===== src/rtl/snn_pkg.sv =====
// Shared types and helpers for the spike-rate decoding datapath.
// Holds the channel default, rate width, FSM states and rate scaling.
package snn_pkg;

    localparam int N_CH_DEF = 8;
    localparam int RATE_W   = 8;

    typedef enum logic [1:0] {
        IDLE  = 2'd0,
        ACCUM = 2'd1,
        DRAIN = 2'd2
    } state_t;

    // Count is at most 2^8, so nine bits always hold it.
    function automatic logic [RATE_W-1:0] sat_scale(
        input logic [8:0] cnt,
        input int         win_log2
    );
        logic [16:0] w;
        w = {8'd0, cnt} << (RATE_W - win_log2);
        if (w > 17'd255) begin
            return '1;
        end
        return w[RATE_W-1:0];
    endfunction

endpackage


===== src/rtl/spike_counter.sv =====
// Per-channel spike counter: increments on inc, synchronous clear.
// Holds at its maximum value instead of wrapping.
module spike_counter #(
    parameter int W = 5
) (
    input  logic         clk,
    input  logic         rst_n,
    input  logic         clr,
    input  logic         inc,
    output logic [W-1:0] count
);

    localparam logic [W-1:0] MAX = {1'b1, {(W-1){1'b0}}};

    always_ff @(posedge clk or negedge rst_n) begin
        if (!rst_n) begin
            count <= '0;
        end else if (clr) begin
            count <= '0;
        end else if (inc && (count != MAX)) begin
            count <= count + 1'b1;
        end
    end

endmodule


===== src/rtl/spike_rate_decoder.sv =====
// Windowed spike-rate decoder: counts spikes per channel over a window
// of valid samples, then streams scaled rates channel by channel.
module spike_rate_decoder
    import snn_pkg::*;
#(
    parameter int N_CH     = N_CH_DEF,
    parameter int WIN_LOG2 = 4,
    localparam int CH_W    = (N_CH > 1) ? $clog2(N_CH) : 1
) (
    input  logic              clk,
    input  logic              rst_n,
    input  logic              enable,
    input  logic [N_CH-1:0]   spike_in,
    input  logic              spike_valid,
    output logic              rate_valid,
    input  logic              rate_ready,
    output logic [RATE_W-1:0] rate_out,
    output logic [CH_W-1:0]   rate_ch,
    output logic              window_done,
    output logic              overrun
);

    localparam int CW = WIN_LOG2 + 1;
    localparam logic [CW-1:0] LAST_SMP = CW'((1 << WIN_LOG2) - 1);
    localparam logic [CH_W-1:0] LAST_CH = CH_W'(N_CH - 1);

    state_t          state;
    state_t          state_n;
    logic [CW-1:0]   cnt    [N_CH];
    logic [CW-1:0]   shadow [N_CH];
    logic [CW-1:0]   smp;
    logic [CH_W-1:0] idx;
    logic [CH_W-1:0] idx_n;
    logic            ovr_n;
    logic            load;
    logic            acc;
    logic            close;
    logic            cnt_clr;
    logic            hs;
    logic            last;
    logic [8:0]      sel_ext;

    assign acc     = enable & spike_valid;
    assign close   = acc && (smp == LAST_SMP);
    assign cnt_clr = ~enable | close;
    assign hs      = (state == DRAIN) && rate_ready;
    assign last    = hs && (idx == LAST_CH);

    for (genvar i = 0; i < N_CH; i++) begin : g_cnt
        spike_counter #(
            .W(CW)
        ) u_cnt (
            .clk  (clk),
            .rst_n(rst_n),
            .clr  (cnt_clr),
            .inc  (acc & spike_in[i]),
            .count(cnt[i])
        );
    end

    always_ff @(posedge clk or negedge rst_n) begin
        if (!rst_n) begin
            smp <= '0;
        end else if (cnt_clr) begin
            smp <= '0;
        end else if (acc) begin
            smp <= smp + 1'b1;
        end
    end

    // A close coinciding with the final handshake reloads instead of overrunning.
    always_comb begin
        state_n = state;
        idx_n   = idx;
        ovr_n   = overrun;
        load    = 1'b0;
        if (!enable) begin
            state_n = IDLE;
            idx_n   = '0;
            ovr_n   = 1'b0;
        end else begin
            unique case (state)
                IDLE: begin
                    state_n = ACCUM;
                end
                ACCUM: begin
                    if (close) begin
                        state_n = DRAIN;
                        idx_n   = '0;
                        load    = 1'b1;
                    end
                end
                DRAIN: begin
                    if (last) begin
                        idx_n = '0;
                        if (close) begin
                            load = 1'b1;
                        end else begin
                            state_n = ACCUM;
                        end
                    end else begin
                        if (hs) begin
                            idx_n = idx + 1'b1;
                        end
                        if (close) begin
                            ovr_n = 1'b1;
                        end
                    end
                end
                default: begin
                    state_n = IDLE;
                end
            endcase
        end
    end

    always_ff @(posedge clk or negedge rst_n) begin
        if (!rst_n) begin
            state       <= IDLE;
            idx         <= '0;
            overrun     <= 1'b0;
            window_done <= 1'b0;
        end else begin
            state       <= state_n;
            idx         <= idx_n;
            overrun     <= ovr_n;
            window_done <= close;
        end
    end

    always_ff @(posedge clk or negedge rst_n) begin
        if (!rst_n) begin
            for (int i = 0; i < N_CH; i++) begin
                shadow[i] <= '0;
            end
        end else if (load) begin
            for (int i = 0; i < N_CH; i++) begin
                shadow[i] <= cnt[i] + {{(CW-1){1'b0}}, spike_in[i]};
            end
        end
    end

    always_comb begin
        sel_ext            = '0;
        sel_ext[CW-1:0]    = shadow[idx];
        rate_valid         = (state == DRAIN);
        rate_ch            = rate_valid ? idx : '0;
        rate_out           = rate_valid ? sat_scale(sel_ext, WIN_LOG2) : '0;
    end

endmodule

===== config.mk =====
export PLATFORM = sky130hd
export DESIGN_NAME = spike_rate_decoder
export DESIGN_NICKNAME = d
export VERILOG_FILES = /design/src/rtl/snn_pkg.sv /design/src/rtl/spike_counter.sv /design/src/rtl/spike_rate_decoder.sv
export SDC_FILE = /design/constraint.sdc
export NUM_CORES = 1
export LEC_CHECK = 0
export CAP_MARGIN = 5
export CORE_MARGIN = 2
export CORE_UTILIZATION = 45
export CTS_CLUSTER_DIAMETER = 100
export DETAILED_ROUTE_END_ITERATION = 16
export PLACE_DENSITY = 0.59
export SETUP_SLACK_MARGIN = 0.02
export SLEW_MARGIN = 0
export SYNTH_ARGS = -nofsm -noshare
export SYNTH_HDL_FRONTEND = slang
export SYNTH_SLANG_ARGS = --single-unit

===== constraint.sdc =====
create_clock -name clk -period 2.95 [get_ports clk]
set_input_delay 0.885 -clock clk [delete_from_list [all_inputs] [get_ports clk]]
set_output_delay 0.885 -clock clk [all_outputs]
set_load 0.1 [all_outputs]

==> impl_metrics.tcl, run 1 <==
set metrics [dict create \
    ir_worst_vdd_mv 0.306 \
    r2r_start "smp[0]" \
    final_antenna_net_count 0 \
    overflow 0 \
    power_mw 2.62 \
    syn-mean-instance-area_um2 11.0 \
    yosysWarnings 0 \
    rsz0062_at_grt "true" \
    synth.largest_area_cell "dfrtp_1" \
    required_ns 2.07 \
    synth_seq_cells 92 \
    die_w_um 115 \
    cp.arrival_ns 1.95 \
    wl_per_cell_um 16.3 \
    drtIter0Drc 183 \
    cts_setup_buffers 0 \
    synth_top_family_by_area "multiplexers" \
    regToRegEndpoint "shadow[11]" \
    grt_pass1_wl_um 19400 \
    antenna_cells 0 \
    place_ws_ns 0.294 \
    clock_path_buffers 2 \
    crit_chain "inv_1, ha_4, nand2_1, o22ai_4, buf_12" \
    grt_pass1_vias 3850 \
    fill_cells 1074 \
    fmax_mhz 353 \
    wl_um 11400 \
    yosys.area.top_type_share 0.413 \
    dp.cells 682 \
    grt-busiest-layer "met2" \
    crit_type "reg2out" \
    drv_cap 0 \
    grt_use_met3 0.0590 \
    muxShareOfSynthArea 0.161 \
    synth_fp_nets 559 \
    finalCriticalPeriod_ns 2.84 \
    fin_tns_setup_ns 0 \
    layoutNonFillerInstCount 698 \
    status "complete, no violations" \
    synth_area_um2 5570 \
    finalHoldViolCount 0 \
    multi_input_area_um2 3060 \
    clock_latency_ns 0.35 \
    root_buffer "clkbuf_16" \
    dp_hpwl_um 8040 \
    h-tree-depth 3 \
    boundaryPins 27 \
    num_rows 40 \
    synth_area_leaders "dfrtp_1 (41%), mux2_4 (11%), ha_1 (8.8%), nand3_1 (4.3%), mux4_2 (4.0%)" \
    finalCritPeriodShare 0.962 \
    grtUsageMet1 0.237 \
    critical_path.endpoint_type "output port" \
    seq_area_frac_synth 0.413 \
    start_util 0.462 \
    finalWorstSetupSlack_ns 0.113 \
    hold_ws_ns 0.491 \
    vias 3838 \
    finClkSkew_ns 0.00601 \
    reg2reg_depth 7 \
    grt_use_total 0.190 \
    regArea_um2 2300 \
    final_layout_size_suffix_gt1_frac 0.211 \
    synth_cells 507 \
    grt_start_max_net_pins 43 \
    die-area_um2 13300 \
    syn_to_final_growth_pct 15.8 \
    grt_use_met2 0.315 \
    synth_fa_ha_area_frac 0.0876 \
    start_kind "register" \
    drt_first_pass_iters 4 \
    numCtsBuffers 9 \
    clkTransAtPathRegs_ns 0.07 \
    drv_slew 0 \
    slowest_delay_ns 0.39 \
    die_y_um 115 \
    antenna_found_initial 0 \
    worst_slew_pin_slew_ns 0.596 \
    port_buffers 26 \
    relSlewSlack 0.598 \
    drc_errors 0 \
    synth_compound_area_frac 0.0867 \
    rrSetupSlack_ns 0.71 \
    power_density_nw_per_um2 406 \
    cp_max_fo 14 \
    cp_slowest_cell "dfrtp_1" \
    synth_xor_area_frac 0.0393 \
    cts_sinks 92 \
    gp_congestion 0.834 \
    nets 577 \
    hp-class "in2async" \
    final-setup-viol-count 0 \
    leakage_nw 2.77 \
    viasPerCell 5.50 \
    synth.distinct_cells 40 \
    synthSimpleGateAreaFrac 0.157 \
    core_area_um2 12100 \
    cts_tree "built" \
]
-- how the worst max path moves through the flow --
stage                                         end  startpoint  cells past startpoint
final                                 rate_out[4]    state[0]                      5
after global routing                  rate_out[4]    state[0]                      5
after CTS                             rate_out[4]      idx[0]                      5
after detailed placement  g_cnt[1].u_cnt.count[2]      enable                      5
after global placement    g_cnt[1].u_cnt.count[2]      enable                      5
after floorplan                       rate_out[1]    state[0]                      5
-- sequential cells by signal (all words and copies together) (netlist names) --
| name | count |
|---|---|
| idx | 3 |
| window_done | 1 |
| g_cnt.u_cnt.count | 40 |
| smp | 5 |
| overrun | 1 |
| shadow | 40 |
| state | 2 |
-- metrics by stage --
| stage | util | area (um^2) |
|---|---|---|
| floorplan | - | 5660 |
| global placement | 0.508 | 6120 |
| detailed placement | 0.508 | 6120 |
| CTS | 0.534 | 6440 |
| global route | 0.535 | 6450 |
| finish | 0.535 | 6450 |
-- logic make-up after synthesis --
group,Yosys count
xor+xnor,25
simple gates,150
fa+ha+maj,39
buf+inv,53
compound gates,91
mux,57
flops,92
-- what timing repair did --
item | CTS | global route
gates resized for setup | 5 | 3
setup endpoints to repair | 8 | 8
hold buffers | 0 | 0
gates cloned | 0 | 0
-- Yosys cell counts --
cell / n
mux4_2: 10
buf_12: 4
mux2_4: 40
xnor2_1: 16
and3_4: 1
nor2b_1: 3
mux2i_1: 4
clkbuf_1: 12
ha_1: 39
nor3_1: 1
or4_1: 2
or3_1: 25
o21ai_0: 38
o31ai_1: 1
a21oi_1: 42
nor4bb_1: 8
dfrtp_1: 92
nand2b_1: 2
a21boi_0: 2
nor3b_1: 1
a22o_1: 2
nand3b_1: 1
buf_6: 3
buf_1: 5
buf_4: 4
nand2_1: 19
xor2_1: 9
inv_1: 22
or3b_2: 2
nor2_1: 12
o221ai_1: 1
buf_2: 3
and2_1: 3
nand4bb_1: 6
nand4_1: 7
o22ai_1: 4
a31o_2: 1
nand3_1: 48
and3_1: 9
mux2_2: 3
-- critical path: cells and delay by family, from the launching register on --
family,cells,cell delay [ns]
flops,1,0.39
simple gates,1,0.30
compound gates,1,0.31
buf+inv,2,0.34
fa+ha+maj,1,0.26
-- layout by cell type (no fill, tap or decap), types with 2 or more instances in the layout --
master	instances
clkbuf_16	9
mux4_2	10
buf_12	14
dfrtp_1	91
nor4bb_1	8
clkdlybuf4s50_1	11
mux2_2	3
and3_1	9
a22o_1	2
o21ai_0	38
xnor2_1	16
and2_1	3
or3_1	25
mux2_4	40
xor2_1	9
o22ai_4	4
ha_1	38
inv_1	22
nor2b_1	2
nand3_1	48
or4_1	2
clkinvlp_4	2
nand4bb_1	6
nand2_1	19
nand2b_1	2
or3b_2	2
buf_4	12
nor2_2	4
a21oi_1	42
clkinv_2	2
mux2i_1	3
a21boi_0	2
nand4_1	7
nor2_1	8
-- per-layer routing --
layer | vias up | part of all wire
met2 | 51 | 0.50
met4 | 0 | 0.012
met1 | 1900 | 0.45
met5 | - | 0
li1 | 1874 | -
met3 | 13 | 0.034
-- layout make-up --
| type | instances | share of cell area |
|---|---|---|
| Inverter | 22 | 0.0128 |
| Sequential cell | 92 | 0.357 |
| Multi-Input combinational cell | 362 | 0.475 |
| Clock buffer | 10 | 0.0370 |
| Tap cell | 168 | 0.0326 |
| Timing Repair Buffer | 38 | 0.0762 |
| Clock inverter | 6 | 0.00989 |
-- report_power, final --
part           leakage, nW  switching [mW]  internal, mW
Combinational         1.35          0.0957        0.0590
Clock                0.144           0.506         0.678
Sequential            1.28          0.0126          1.27
Total                 2.77           0.614          2.01
(Power assumes the default switching activity.)
==> run 2: changes to the inputs <==
Settings changed: PLACE_DENSITY 0.59 to 0.6, SYNTH_HIERARCHICAL set to 1.
==> run 2 against run 1 <==
Via count decreased by 5.4%. Global-route usage is 1.3 points lower. Design area fell by 2.2%. Flip-flop and latch count did not move. Fmax down 1.8%. Critical path type unchanged. Critical endpoint is now rate_out[0].
==> impl_metrics.tcl, run 2 <==
set metrics [dict create \
    grt_use_met3 0.0308 \
    synth_async_sr_flop_share 1.00 \
    required_ns 2.07 \
    wl_per_cell_um 14.9 \
    place_ws_ns 0.316 \
    final_cell_mix "dfrtp_1 (92), nor2_1 (56), ha_1 (37), a21oi_1 (34), xor2_1 (32)" \
    grtUsageMet1 0.236 \
    ir_worst_vdd_mv 0.322 \
    start_util 0.462 \
    synth_edf_count 0 \
    yosysWarnings 6 \
    gp_congestion 0.772 \
    fill_cells 1012 \
    syn-mean-instance-area_um2 10.6 \
    start_kind "register" \
    finClkSkew_ns 0.00566 \
    antenna_found_initial 0 \
    synth_fp_nets 549 \
    drv_cap 0 \
    root_buffer "clkbuf_16" \
    worst_slew_pin_slew_ns 0.481 \
    final_layout_size_suffix_gt1_frac 0.188 \
    synth.distinct_cells 36 \
    cp_max_fo 9 \
    synth.largest_area_cell "dfrtp_1" \
    rsz0062_at_grt "true" \
    die_w_um 112 \
    overflow 0 \
    seq_area_frac_synth 0.437 \
    drtIter0Drc 169 \
    num_rows 39 \
    finalHoldViolCount 0 \
    hp-class "in2async" \
    final_antenna_net_count 0 \
    final_common_cell "dfrtp_1" \
    port_buffers 26 \
    dp_hpwl_um 7260 \
    boundaryPins 27 \
    die-area_um2 12600 \
    grt_start_max_net_pins 66 \
    syn_to_final_growth_pct 19.7 \
    wl_um 10200 \
    synth_most_common_cell "dfrtp_1" \
    final-setup-viol-count 0 \
    grt_pass1_vias 3652 \
    finalCriticalPeriod_ns 2.89 \
    critical_path.endpoint_type "output port" \
    grt_use_total 0.177 \
    relSlewSlack 0.679 \
    viasPerCell 5.29 \
    core_area_um2 11400 \
    synth_seq_cells 92 \
    grt_pass1_wl_um 17800 \
    numCtsBuffers 9 \
    clock_path_buffers 2 \
    finalCritPeriodShare 0.979 \
    cts_sinks 92 \
    yosys.area.top_type_share 0.437 \
    cp.arrival_ns 2.00 \
    grt_use_met2 0.286 \
    fmax_mhz 346 \
    drv_slew 0 \
    vias 3630 \
    synthTopCellsByCount "dfrtp_1 (92), nor2_1 (64), ha_1 (38)" \
    cts_tree "built" \
    nets 588 \
    clock_latency_ns 0.35 \
    clkTransAtPathRegs_ns 0.06 \
    grt-busiest-layer "met2" \
    crit_type "reg2out" \
    status "complete, no violations" \
    die_y_um 112 \
    top_regs "g_cnt.u_cnt/count (40), shadow (40), smp (5)" \
    leakage_nw 2.82 \
    synth_cells 498 \
    power_density_nw_per_um2 412 \
    finalWorstSetupSlack_ns 0.0606 \
    drt_first_pass_iters 4 \
    synth_area_um2 5270 \
    synth_area_leaders "dfrtp_1 (44%), ha_1 (9.0%), xor2_1 (5.3%), nor2_1 (4.6%), mux4_2 (4.3%)" \
    fin_tns_setup_ns 0 \
    drc_errors 0 \
    ctsHoldBuffers 0 \
    h-tree-depth 3 \
    ys.flop_type "dfrtp_1" \
]
-- run 2: final timing paths --
kind | from | cells after the start | slack (ns) | endpoint
setup / recovery | idx[0] | 6 | 0.06 | rate_out[0]
hold / removal | rst_n | 1 | 0.46 | smp[4]
setup reg to reg | smp[0] | 7 | 0.70 | shadow[21]
hold reg to reg | overrun | 1 | 0.51 | overrun
max in group asynchronous | rst_n | 2 | 1.82 | window_done
min in group clk | overrun | 1 | 0.51 | overrun
-- run 2: area by class of cell --
type | instances | area [um^2] | area share
multi-input combinational | 365 | 2890 | 0.458
sequential | 92 | 2300 | 0.365
timing repair buffer | 44 | 546 | 0.0864
clock buffer | 14 | 284 | 0.0450
tap | 143 | 179 | 0.0283
inverter | 25 | 93.8 | 0.0149
clock inverter | 2 | 16.3 | 0.00258
antenna | 1 | 2.50 | 0.000396
-- run 2: metal layers --
metal	wire, um	part of all wire
met1	4910	0.48
met2	4840	0.47
met3	272	0.027
met4	194	0.019
met5	0	0
-- run 2: critical path, stage by stage, from the launching register on --
cell	delay, ns
dfrtp_1	0.40
buf_12	0.15
mux4_2	0.63
nand2_2	0.12
a21boi_4	0.06
buf_12	0.14
buf_12	0.16
-- run 2: cell families after synthesis --
| family | after synthesis | synth area share |
|---|---|---|
| buf+inv | 41 | 0.0380 |
| simple gates | 178 | 0.176 |
| compound gates | 63 | 0.0705 |
| fa+ha+maj | 38 | 0.0902 |
| flops | 92 | 0.437 |
| mux | 46 | 0.123 |
| xor+xnor | 40 | 0.0664 |
-- run 2: where the power goes --
group,internal (mW),leakage [nW],switching (mW)
clock,0.665,0.145,0.479
combinational,0.0725,1.40,0.0942
sequential,1.27,1.28,0.0173
total,2.01,2.82,0.591
-- run 2: through the flow --
stage               hold WS, ns  cells  power (mW)  cell area (um^2)  utilization
finish                    0.457    686        2.60              6310        0.553
global route              0.485    685        2.71              6310        0.553
CTS                       0.462    678        2.64              6190        0.542
detailed placement        0.501    662        1.48              5880        0.515
global placement          0.500    662        1.48              5880        0.515
floorplan                 0.475    498        1.40              5400            -
-- run 2: what timing repair did --
action	in CTS	in global routing
gates resized for setup	2	14
endpoints found under the setup margin	5	8
pin swaps	0	3
buffers inserted	0	7
